<file path="config.mk">
export PLATFORM = sky130hd
export DESIGN_NAME = branch_redirect_ctrl
export DESIGN_NICKNAME = d
export VERILOG_FILES = /design/src/rtl/branch_redirect_ctrl.sv
export SDC_FILE = /design/constraint.sdc
export NUM_CORES = 1
export LEC_CHECK = 0
export CAP_MARGIN = 10
export CORE_MARGIN = 2
export CORE_UTILIZATION = 55
export DETAILED_ROUTE_END_ITERATION = 12
export DONT_BUFFER_PORTS = 1
export PLACE_DENSITY = 0.7
export RECOVER_POWER = 100
export REMOVE_ABC_BUFFERS = 1
export SLEW_MARGIN = 20
export SYNTH_ARGS = -nofsm -noshare
export SYNTH_HDL_FRONTEND = slang
export SYNTH_SLANG_ARGS = --single-unit
</file>
<file path="constraint.sdc">
create_clock -name clk -period 3.25 [get_ports clk]
set_clock_uncertainty 0.05 [all_clocks]
set_input_delay 0.8125 -clock clk [delete_from_list [all_inputs] [get_ports clk]]
set_output_delay 0.8125 -clock clk [all_outputs]
set_load 0.01 [all_outputs]
</file>
<file path="src/rtl/branch_redirect_ctrl.sv">
// branch_redirect_ctrl
// Resolves control-transfer instructions sitting in EX (taken branches, JAL,
// JALR). It computes the target and link address, then issues a registered,
// stall-aware PC redirect together with a flush of the three younger pipeline
// registers. It also keeps a saturating count of completed redirects.
//
// state    | meaning
// ---------+-------------------------------------------------------------
// IDLE     | no redirect pending; EX instruction is evaluated each cycle
// REDIRECT | redirect + flushes asserted; held while the pipeline is frozen

module branch_redirect_ctrl #(
  parameter int unsigned CNT_W = 16
) (
  input  logic             clk,
  input  logic             rst_n,
  input  logic             ex_valid_i,
  input  logic [6:0]       ex_opcode_i,
  input  logic             ex_br_cond_i,
  input  logic [31:0]      ex_pc_i,
  input  logic [31:0]      ex_imm_i,
  input  logic [31:0]      ex_rs1_i,
  input  logic             stall_in_i,
  output logic             pc_redirect_o,
  output logic [31:0]      pc_target_o,
  output logic [31:0]      link_addr_o,
  output logic             flush_if_id_o,
  output logic             flush_id_ex_o,
  output logic             flush_ex_mem_o,
  output logic             misalign_err_o,
  output logic             busy_o,
  output logic [CNT_W-1:0] redirect_cnt_o
);

  localparam logic [6:0] OP_BRANCH = 7'b1100011;
  localparam logic [6:0] OP_JAL    = 7'b1101111;
  localparam logic [6:0] OP_JALR   = 7'b1100111;

  typedef enum logic {
    IDLE     = 1'b0,
    REDIRECT = 1'b1
  } state_e;

  state_e           state_q, state_d;
  logic [31:0]      target_q, target_d;
  logic [31:0]      link_q, link_d;
  logic             misalign_q, misalign_d;
  logic [CNT_W-1:0] cnt_q, cnt_d;

  logic             is_req;
  logic [31:0]      target_calc;
  logic             target_aligned;

  // Decode the EX opcode and compute the candidate target address
  always_comb begin
    is_req      = 1'b0;
    target_calc = ex_pc_i + ex_imm_i;
    case (ex_opcode_i)
      OP_BRANCH: is_req = ex_br_cond_i;
      OP_JAL:    is_req = 1'b1;
      OP_JALR: begin
        is_req      = 1'b1;
        target_calc = (ex_rs1_i + ex_imm_i) & 32'hFFFF_FFFE;
      end
      default:   is_req = 1'b0;
    endcase
  end

  // JALR already clears bit 0, so only bit 1 can flag a misaligned JALR target
  assign target_aligned = (target_calc[1:0] == 2'b00);

  // Next-state, request acceptance and redirect counting
  always_comb begin
    state_d    = state_q;
    target_d   = target_q;
    link_d     = link_q;
    misalign_d = 1'b0;
    cnt_d      = cnt_q;
    case (state_q)
      IDLE: begin
        if (ex_valid_i && !stall_in_i && is_req) begin
          target_d = target_calc;
          link_d   = ex_pc_i + 32'd4;
          if (target_aligned) begin
            state_d = REDIRECT;
          end else begin
            misalign_d = 1'b1;
          end
        end
      end
      REDIRECT: begin
        // EX holds a wrong-path instruction here, so its inputs are ignored
        if (!stall_in_i) begin
          state_d = IDLE;
          if (cnt_q != {CNT_W{1'b1}}) begin
            cnt_d = cnt_q + 1'b1;
          end
        end
      end
      default: state_d = IDLE;
    endcase
  end

  // State and datapath registers; reset aborts any pending redirect
  always_ff @(posedge clk or negedge rst_n) begin
    if (!rst_n) begin
      state_q    <= IDLE;
      target_q   <= 32'd0;
      link_q     <= 32'd0;
      misalign_q <= 1'b0;
      cnt_q      <= '0;
    end else begin
      state_q    <= state_d;
      target_q   <= target_d;
      link_q     <= link_d;
      misalign_q <= misalign_d;
      cnt_q      <= cnt_d;
    end
  end

  // The single-bit state register drives the control outputs directly
  assign pc_redirect_o  = (state_q == REDIRECT);
  assign flush_if_id_o  = (state_q == REDIRECT);
  assign flush_id_ex_o  = (state_q == REDIRECT);
  assign flush_ex_mem_o = (state_q == REDIRECT);
  assign busy_o         = (state_q == REDIRECT);
  assign misalign_err_o = misalign_q;
  assign pc_target_o    = target_q;
  assign link_addr_o    = link_q;
  assign redirect_cnt_o = cnt_q;

endmodule
</file>
Yosys cells after proc, flatten, opt, wreduce, memory -nomap -nowiden
Index checks and enable logic that the tools add are counted.
{ "word_totals": {"register_bits": 82, "in_bits": 108, "out_inout_bits": 86, "wordCells": 31} }
{ "op_classes": {"n_addsub": 4, "n_eq_ne": 4, "mux": 9, "bitwise": 2, "reduce_logical": 7} }
{ "op_table": {"columns": ["cell", "n"], "rows": [
  ["32-bit adder", 2],
  ["32-bit by 3-bit adder with 32-bit output (second input constant)", 1],
  ["32-bit two-way mux", 1],
  ["7-bit == test (second input constant)", 3],
  ["16-bit by 1-bit adder with 16-bit output (second input constant)", 1],
  ["16-bit != test (second input constant)", 1],
  ["1-bit two-way mux", 6],
  ["1-bit one-hot mux with 2 select lines", 2],
  ["3-bit AND reduction", 1],
  ["1-bit logical AND", 2],
  ["2-bit zero test", 1],
  ["1-bit NOT", 2],
  ["2-bit AND reduction", 1],
  ["2-bit OR reduction", 1],
  ["1-bit zero test", 1]
]} }

Logic depth before layout (Yosys ltp)
Gate-level depths: netlist (run 1).
{ "logic_depth": {"word_depth": 6, "depth_mapped": 11, "ltp_nobuf": 11} }

Worst setup path before layout (run 1)
OpenSTA, ideal clock, no wires.
{ "synth_timing": {"kind": "input -> register", "startpoint": "in ex_pc_i[0]", "endpoint": "reg target_q[24] (netlist: pc_target_o[24])", "setup_ns": 0.126, "arrival_ns": 3.209, "setup_slack_ns": -0.135, "stages": 11, "n_path_buf": 0, "cell_sequence": "ha_1 > fa_1 > a211oi_1 > o21a_1 > o21ba_2 > a31oi_1 > a31o_2 > a21o_1 > a21oi_2 > xnor2_1 > a221o_1"} }
{ "synth_between": {"elab_chain_cells": 2} }
{ "synth_rtl": {"columns": ["item", "line", "text"], "rows": [
  ["from (decl)", "20", "input logic [31:0] ex_pc_i,"],
  ["32-bit adder", "57", "target_calc = ex_pc_i + ex_imm_i;"],
  ["32-bit two-way mux", "58", "case (ex_opcode_i)"],
  ["to (signal assigned)", "114", "target_q <= target_d;"],
  ["to (decl)", "45", "logic [31:0] target_q, target_d;"]
]} }
Every way passes these cells.
A chain may end at the register's enable or synchronous reset.

Worst setup path in the final report (run 1)
{ "layout_timing": {"startpoint": "in ex_imm_i[4]", "endpoint": "reg target_q[31] (netlist: pc_target_o[31])"} }
{ "layout_between": {"elab_chain_cells": 2, "word_cells_on_any_way": 3, "classes_between": "add/sub: 2; mux: 1"} }
{ "layout_rtl": {"columns": ["item", "line", "text"], "rows": [
  ["from (decl)", "21", "input logic [31:0] ex_imm_i,"],
  ["32-bit adder (on tied branches)", "57, 63", null],
  ["32-bit two-way mux (*)", "58", null]
]} }
Mark *: on every way between the ends. The rest lies on a longest branch, timed or not.

==> reports/qor.yml, run 1 <==
dp_hpwl_mm: 16.6
grt_pass1_wl_mm: 34.0
synthesis.instances: 862
p_total_mw: 3.30
numPortBuffers: 0
dp_slack_ns: -0.344
cts_setup_buffers: 0
holdCritPathClass: "in -> async"
synth_most_common_cell: "nand2_1"
crit_required_ns: 3.42
drtPass1Iterations: 5
seq_area_frac_synth_pct: 28.9
drc_errors: 0
grt_usage_pct: 30.2
critical_path_class: "in -> reg"
report.final.slew_viol_count: 0
cts_tree: "done"
detail-route-antenna-nets: 0
grt_pass1_vias: 6562
die_h_um: 118
core-area_um2: 12600
yosys_warnings: 0
yosys.area.top_type: "dfrtp_1"
dieArea_um2: 13800
io-pin-count: 194
design_area_um2: 7930
clock-root-buffer: "clkbuf_16"
cap_violations: 0
drive_gt1_share_pct: 9.75
holdWs_ns: 0.113
hold_buffers: 0
worst_slew_pin_slew_ns: 0.835
syn_avg_cell_area_um2: 8.24
final_nets: 1071
critPathLaunchType: "input port"
ys.flop_type: "dfrtp_1"
synthTopCellsByCount: "nand2_1 (111), dfrtp_1 (82), a21oi_1 (71), o21ai_0 (71), nor2_1 (67)"
cts_made_buffers: 9
min_period_ns: 3.17
grt_max_degree: 83
hold_viol: 0
fmax_mhz: 315
setup_viol: 0
routed_wirelength_mm: 21.0
clk_latency_ns: 0.34
gp_congestion: 0.914
ys_types: 61
fin_ws_ns: 0.0784
synth_async_sr_flop_share_pct: 100
cp_max_fo: 3
p_leak_nw: 3.64
ir_worst_vdd_mv: 0.209
synthToLayoutAreaGrowth_pct: 11.6
status: "finished, final reports clean"
crit_arrival_ns: 3.34
synth_top_area_share_pct: 28.9
ys_ff_latch: 82
clock-sinks: 82
drtIter0Drc: 498
endpoint_kind: "flip-flop"
min_period_over_period_pct: 97.6
place_area_um2: 7630
wire_per_inst_um: 19.5
htreeDepth: 3
die_w_um: 118
num_antenna_cells: 0
rows: 41
cts_buffer_depth: 2
netlist_area_um2: 7100
finalSetupTns_ns: 0
synth-edff-count: 0
antenna_found_initial: 0
cellPowerDensity_nw_per_um2: 416
synthTopCellsByArea: "dfrtp_1 (29%), ha_1 (11%), xnor2_1 (7.0%)"
clk_pin_slew_worst_paths_ns: 0.07
initial_core_util_pct: 56.3
vias_per_cell: 6.23
grt_overflow: 0
vias: 6693
slew_headroom_pct: 44.3
[cells by family after synthesis]
logic type	after synthesis	share of synthesized area, %
flip-flops	82	28.9
buffers and inverters	44	2.70
AO/OA/AOI/OAI	272	24.7
AND/OR/NAND/NOR	302	20.1
adder cells (fa/ha/maj)	65	11.7
XOR/XNOR	95	11.7
multiplexers	2	0.282
[cell type report]
| class | instances | area [µm²] |
|---|---|---|
| multi-input cells | 736 | 4890 |
| clock inverters | 7 | 86.3 |
| clock buffers | 9 | 225 |
| fillers | 1158 | 4690 |
| inverters | 7 | 26.3 |
| well taps | 172 | 215 |
| repair buffers | 62 | 434 |
| flip-flops and latches | 82 | 2050 |
[per-stage QoR]
step	util [%]	instances
after global routing	62.8	1075
after detailed placement	60.5	1059
after CTS	63.0	1075
after floorplan	-	825
after global placement	60.5	1059
final	62.8	1075
[worst max-delay path: stages]
cell      delay [ns]
ha_1            0.30
a211oi_1        0.38
nor2_1          0.15
o31a_1          0.38
a21oi_1         0.14
clkbuf_2        0.17
o221ai_1        0.27
a221oi_2        0.37
xnor2_1         0.10
a22oi_1         0.15
o21ai_0         0.11
[worst paths after layout]
check	from	end	slack (ns)	cells past startpoint
max	ex_imm_i[4]	pc_target_o[31]$_DFFE_PN0P_	0.08	11
min	rst_n	pc_target_o[16]$_DFFE_PN0P_	0.11	0
max reg2reg	redirect_cnt_o[7]$_DFFE_PN0P_	redirect_cnt_o[15]$_DFFE_PN0P_	1.05	9
min reg2reg	link_addr_o[1]$_DFFE_PN0P_	link_addr_o[1]$_DFFE_PN0P_	0.50	2
max in group asynchronous	rst_n	pc_target_o[24]$_DFFE_PN0P_	2.94	0
min in group clk	link_addr_o[1]$_DFFE_PN0P_	link_addr_o[1]$_DFFE_PN0P_	0.50	2
[what timing repair did]
item	in CTS	in global routing
pin swaps	0	3
gates resized for setup	1	6
setup endpoints to repair	1	5
[report_power, final]
group / switching, mW / total (mW) / leakage, nW / internal [mW]
Sequential: 0.128 / 1.25 / 1.11 / 1.12
Clock: 0.466 / 1.08 / 0.153 / 0.609
Combinational: 0.518 / 0.978 / 2.37 / 0.460
Total: 1.11 / 3.30 / 3.64 / 2.19
[sequential cells by signal, indices dropped and copies added, names as in the netlist]
name	count
redirect_cnt_o	16
busy_o	1
link_addr_o	32
misalign_err_o	1
pc_target_o	32
[layer usage]
metal / share of wire (%) / GRT usage (%) / wire length, µm
met4: 1.6 / 7.61 / 337
met3: 8.7 / 9.06 / 1820
met1: 43 / 38.8 / 9000
met5: 0 / 0 / 0
met2: 47 / 49.7 / 9830
[cells in the final DEF (no fill, tap or decap), types with 3 or more instances in the layout]
cell and instances:
nor2b_1 13, o31ai_1 4, nand2_1 111, nand3b_1 4
ha_1 63, a21boi_0 3, clkbuf_16 9, a31o_2 3
nor3b_1 3, a21oi_1 70, nand4_1 13, o21a_1 8
nor2_1 67, and2_1 6, nor4_1 3, a21o_1 37
o221ai_1 4, nor3_1 7, inv_1 7, a22oi_1 4
o21ai_0 72, xor2_1 38, and4_1 5, a31oi_1 14
buf_4 53, clkbuf_1 7, a211oi_1 10, o22ai_1 3
nand2b_1 11, nand3_1 30, a22o_1 3, and3_1 21
o21bai_1 4, xnor2_1 57, or3_1 3, dfrtp_1 82
No activity file was read; power rests on OpenSTA's default activity.
==> run 2: changes to the inputs <==
CELL_PAD_IN_SITES_DETAIL_PLACEMENT = 1   (was default)
CELL_PAD_IN_SITES_GLOBAL_PLACEMENT = 2   (was default)
CORE_UTILIZATION = 40   (was 55)
PLACE_DENSITY = default   (was 0.7)
PLACE_DENSITY_LB_ADDON = 0.1   (was default)
==> run 2 against run 1 <==
Against the previous run:
- setup slack better by 0.0063 ns
- utilization down 16 points
- flip-flop and latch count stayed put
- via count shrank 0.31%
- die area increased by 36%
- highest routed layer unchanged
==> reports/qor.yml, run 2 (synthesis gave the netlist of run 1 again) <==
final_nets: 1082
p_seq_share_pct: 37.7
cts_tree: "done"
drtPass1Iterations: 5
drive_gt1_share_pct: 11.5
report.final.slew_viol_count: 0
grt_pass1_vias: 7146
slew_headroom_pct: 34.0
cellPowerDensity_nw_per_um2: 409
grt_usage_pct: 26.1
hold_viol: 0
final_common_cell: "nand2_1"
critPathLaunchType: "input port"
dieArea_um2: 18800
fin_ws_ns: 0.0846
status: "finished, final reports clean"
core-area_um2: 17300
switchingPower_mw: 1.18
rows: 48
endpoint_kind: "flip-flop"
numPortBuffers: 0
htreeDepth: 3
worst_path_max_delay_cell: "fa_2"
critical_path_class: "in -> reg"
dp_hpwl_mm: 19.8
finalSetupTns_ns: 0
synthToLayoutAreaGrowth_pct: 14.1
reg2reg_to: "link_addr_o[10]$_DFFE_PN0P_"
final_cells: 1139
clk_latency_ns: 0.35
grt_max_degree: 83
crit_chain: "ha_1 -> fa_2 -> a211oi_1 -> buf_4 -> o21a_1 -> o21ba_2 -> a31oi_2 -> a31o_2 -> a21o_1 -> a21oi_1 -> xnor2_1 -> a221o_1"
regToRegSetupSlack_ns: 0.68
initial_core_util_pct: 41.0
max_stage_delay_ns: 0.37
pwr-share-comb_pct: 30.8
placedCellCount: 1122
clk_pin_slew_worst_paths_ns: 0.07
hold_buffers: 0
cp_max_fo: 3
crit_required_ns: 3.44
vias_per_cell: 5.86
drc_errors: 0
startpoint: "ex_pc_i[0]"
rsz0062_at_grt: "false"
swShare_pct: 35.7
holdCritPathClass: "in -> async"
worst_slew_pin_slew_ns: 0.990
nFillCells: 2091
fmax_mhz: 316
critPathBufInv: 1
clock-sinks: 82
ir_worst_vdd_mv: 0.219
final_core_utilization_pct: 46.8
cap_violations: 0
die_w_um: 137
io-pin-count: 194
grt_overflow: 0
cp.depth: 12
grt_pass1_wl_mm: 38.1
wire_per_inst_um: 21.3
min_period_over_period_pct: 97.4
p_int_mw: 2.13
die_h_um: 137
r2r-start: "busy_o$_DFF_PN0_"
cts_buffer_depth: 2
gp_congestion: 0.907
cp-endpoint: "pc_target_o[24]$_DFFE_PN0P_"
critPathTopFamily: "compound AO/OA/AOI/OAI gates"
layout_common_cells: "nand2_1 (111), dfrtp_1 (82), a21oi_1 (71)"
routed_wirelength_mm: 24.3
setup_viol: 0
p_leak_nw: 3.70
num_antenna_cells: 0
drtIter0Drc: 280
dp_slack_ns: -0.310
vias: 6672
crit_arrival_ns: 3.36
clock_power_share_pct: 31.5
detail-route-antenna-nets: 0
clock-root-buffer: "clkbuf_16"
min_period_ns: 3.17
antenna_found_initial: 0
cts_made_buffers: 9
ff2ff_path_depth: 4
holdWs_ns: 0.0994
-- run 2: timing repair --
action | in CTS | in global routing
endpoints found under the hold margin | 0 | 0
gates resized for setup | 0 | 11
setup buffers | 0 | 1
setup endpoints to repair | 0 | 5
-- run 2: metal layers --
metal,track usage (%),vias to the layer above,routed length [µm]
met5,0,-,0
met4,7.85,0,454
met3,6.84,34,1860
met2,44.4,193,11600
met1,32.3,3215,10400
li1,-,3230,-
-- run 2: how the worst min path moves through the flow --
stage / startpoint / slack (ns) / cells past startpoint / end
after global placement: rst_n / 0.47 / 0 / pc_target_o[5]$_DFFE_PN0P_
after detailed placement: rst_n / 0.47 / 0 / pc_target_o[5]$_DFFE_PN0P_
after CTS: rst_n / 0.08 / 0 / pc_target_o[13]$_DFFE_PN0P_
after global routing: rst_n / 0.09 / 0 / pc_target_o[5]$_DFFE_PN0P_
after floorplan: link_addr_o[0]$_DFFE_PN0P_ / 0.46 / 2 / link_addr_o[0]$_DFFE_PN0P_
final: rst_n / 0.1 / 0 / pc_target_o[5]$_DFFE_PN0P_
-- run 2: final cells by class --
cell class	count	area, µm²	share of cell area, %
multi-input combinational	736	4910	60.7
sequential	82	2050	25.3
timing repair buffer	73	533	6.58
tap	225	282	3.48
clock buffer	9	225	2.78
clock inverter	7	68.8	0.850
inverter	7	26.3	0.324
-- run 2: per-stage QoR --
stage	instance area [µm²]	power [mW]
5_1_grt	8100	3.52
3_5_place_dp	7770	2.27
6_report	8100	3.31
3_3_place_gp	7770	2.23
4_1_cts	8070	3.33
2_1_floorplan	6930	1.92
-- run 2: power by group through the flow --
stage                     logic (mW)  registers (mW)  clock network, mW
after global placement         0.963            1.27                  0
after global routing            1.14            1.27               1.12
after CTS                       1.01            1.25               1.07
final                           1.02            1.25               1.04
after detailed placement        1.00            1.27                  0
after floorplan                0.689            1.23                  0
-- run 2: worst register-to-register path, stage by stage, from the launching register on --
cell       delay [ns]
dfrtp_1          0.72
nor2_1           0.19
o2111ai_4        0.30
clkbuf_2         0.85
o21ai_0          0.29
==> run 3: changes to the inputs <==
CORE_UTILIZATION = 35   (was 40)
==> run 3 against run 2 <==
Against the previous run:
- clock-buffer cell count unchanged
- final cell count is 4.3% higher
- sequential power is essentially flat
- highest routed layer unchanged
- critical endpoint is now pc_target_o[31]$_DFFE_PN0P_
- total power down 0.20%
- maximum frequency increased by 1.7%
- critical path type unchanged
- non-clock buffer count increased by 4
- flip-flop and latch count did not move
- critical path depth fell by 1
- via count down 0.87%
- die area grew 14%
- global-route usage is 3.1 points lower
==> reports/qor.yml, run 3 (synthesis gave the netlist of run 1 again) <==
drtIter0Drc: 202
met2_usage_pct: 39.6
startpoint: "ex_imm_i[2]"
critical_path_class: "in -> reg"
final_nets: 1086
grt_overflow: 0
grt_usage_pct: 23.1
report.final.slew_viol_count: 0
p_leak_nw: 3.73
met1_usage_pct: 28.3
clock-root-buffer: "clkbuf_16"
holdCritPathClass: "in -> async"
hold_viol: 0
wire_per_inst_um: 20.7
critPathLaunchType: "input port"
min_period_over_period_pct: 95.8
die_w_um: 146
busiest_layer: "met2"
cellPowerDensity_nw_per_um2: 404
min_period_ns: 3.11
grt_max_degree: 83
endpoint_kind: "flip-flop"
htreeDepth: 3
worst_slew_pin_slew_ns: 0.976
crit_arrival_ns: 3.31
slew_headroom_pct: 34.9
ff2ff_path_depth: 6
hold_buffers: 0
setup_viol: 0
vias: 6614
num_antenna_cells: 0
layout_common_cells: "nand2_1 (111), dfrtp_1 (82), o21ai_0 (71), buf_4 (71), a21oi_1 (70)"
io-pin-count: 194
cp_max_fo: 4
final_core_utilization_pct: 40.9
grt_pass1_wl_mm: 39.1
grt_pass1_vias: 7189
final_common_cell: "nand2_1"
dp_hpwl_mm: 20.1
nFillCells: 2462
cts_setup_buffers: 0
cts_buffer_depth: 2
place_area_um2: 7870
initial_core_util_pct: 35.4
cap_violations: 0
status: "finished, final reports clean"
clk_pin_slew_worst_paths_ns: 0.08
drive_gt1_share_pct: 12.1
cts_tree: "done"
dieArea_um2: 21400
die_h_um: 146
r2r-start: "busy_o$_DFF_PN0_"
detail-route-antenna-nets: 0
antenna_found_initial: 0
synthToLayoutAreaGrowth_pct: 15.4
gp_congestion: 0.859
numPortBuffers: 0
drc_errors: 0
crit_required_ns: 3.44
routed_wirelength_mm: 24.6
ir_worst_vdd_mv: 0.189
fmax_mhz: 321
clk_latency_ns: 0.35
rows: 52
core-area_um2: 20000
cts_made_buffers: 9
vias_per_cell: 5.57
clock-sinks: 82
gr-usage-met3_pct: 6.63
drtPass1Iterations: 5
design_area_um2: 8190
rsz0062_at_grt: "true"
## run 3: routing by layer
| metal | vias up | part of all wire (%) |
|---|---|---|
| met4 | 0 | 1.7 |
| met1 | 3208 | 43 |
| met2 | 164 | 48 |
| met3 | 19 | 6.9 |
| met5 | - | 0 |
| li1 | 3223 | - |
## run 3: layout make-up
class | count | area, µm² | area share (%)
multi-input combinational | 736 | 4920 | 60.1
sequential | 82 | 2050 | 25.0
timing repair buffer | 77 | 566 | 6.90
tap | 270 | 338 | 4.12
clock buffer | 9 | 225 | 2.75
clock inverter | 7 | 66.3 | 0.809
inverter | 7 | 26.3 | 0.321
## run 3: metrics by stage
step	total power [mW]	hold slack, ns	setup slack [ns]	setup TNS (ns)	cells
floorplan	1.92	0.464	-2.20	-100.08	825
global placement	2.25	0.469	-0.368	-2.02	1172
detailed placement	2.28	0.470	-0.385	-2.72	1172
CTS	3.34	0.0831	0.0231	0	1188
global route	3.52	0.0817	-0.0205	-0.0246	1188
finish	3.31	0.0996	0.137	0	1188
## run 3: power by group
part	switching, mW	internal (mW)	total, mW
registers	0.131	1.12	1.25
logic	0.542	0.480	1.02
clock network	0.496	0.540	1.04
total	1.17	2.14	3.31
## run 3: worst max-delay path: stages
cell,delay [ns]
ha_1,0.33
a21oi_1,0.26
a21oi_1,0.15
o31a_1,0.39
a21oi_1,0.19
buf_4,0.15
o221ai_1,0.26
a221oi_2,0.40
xnor2_1,0.11
a22oi_1,0.16
o21ai_1,0.09
## run 3: timing repair
action                     CTS  global route
gates resized for setup      1            10
setup endpoints to repair    1             8
pin swaps                    0             1
## run 3: worst paths after layout
| kind | to | slack (ns) |
|---|---|---|
| max in group asynchronous | link_addr_o[24]$_DFFE_PN0P_ | 2.94 |
| hold reg to reg | link_addr_o[0]$_DFFE_PN0P_ | 0.50 |
| hold / removal | pc_target_o[22]$_DFFE_PN0P_ | 0.1 |
| min in group clk | link_addr_o[0]$_DFFE_PN0P_ | 0.50 |
| setup reg to reg | pc_target_o[30]$_DFFE_PN0P_ | 0.66 |
| setup / recovery | pc_target_o[31]$_DFFE_PN0P_ | 0.14 |
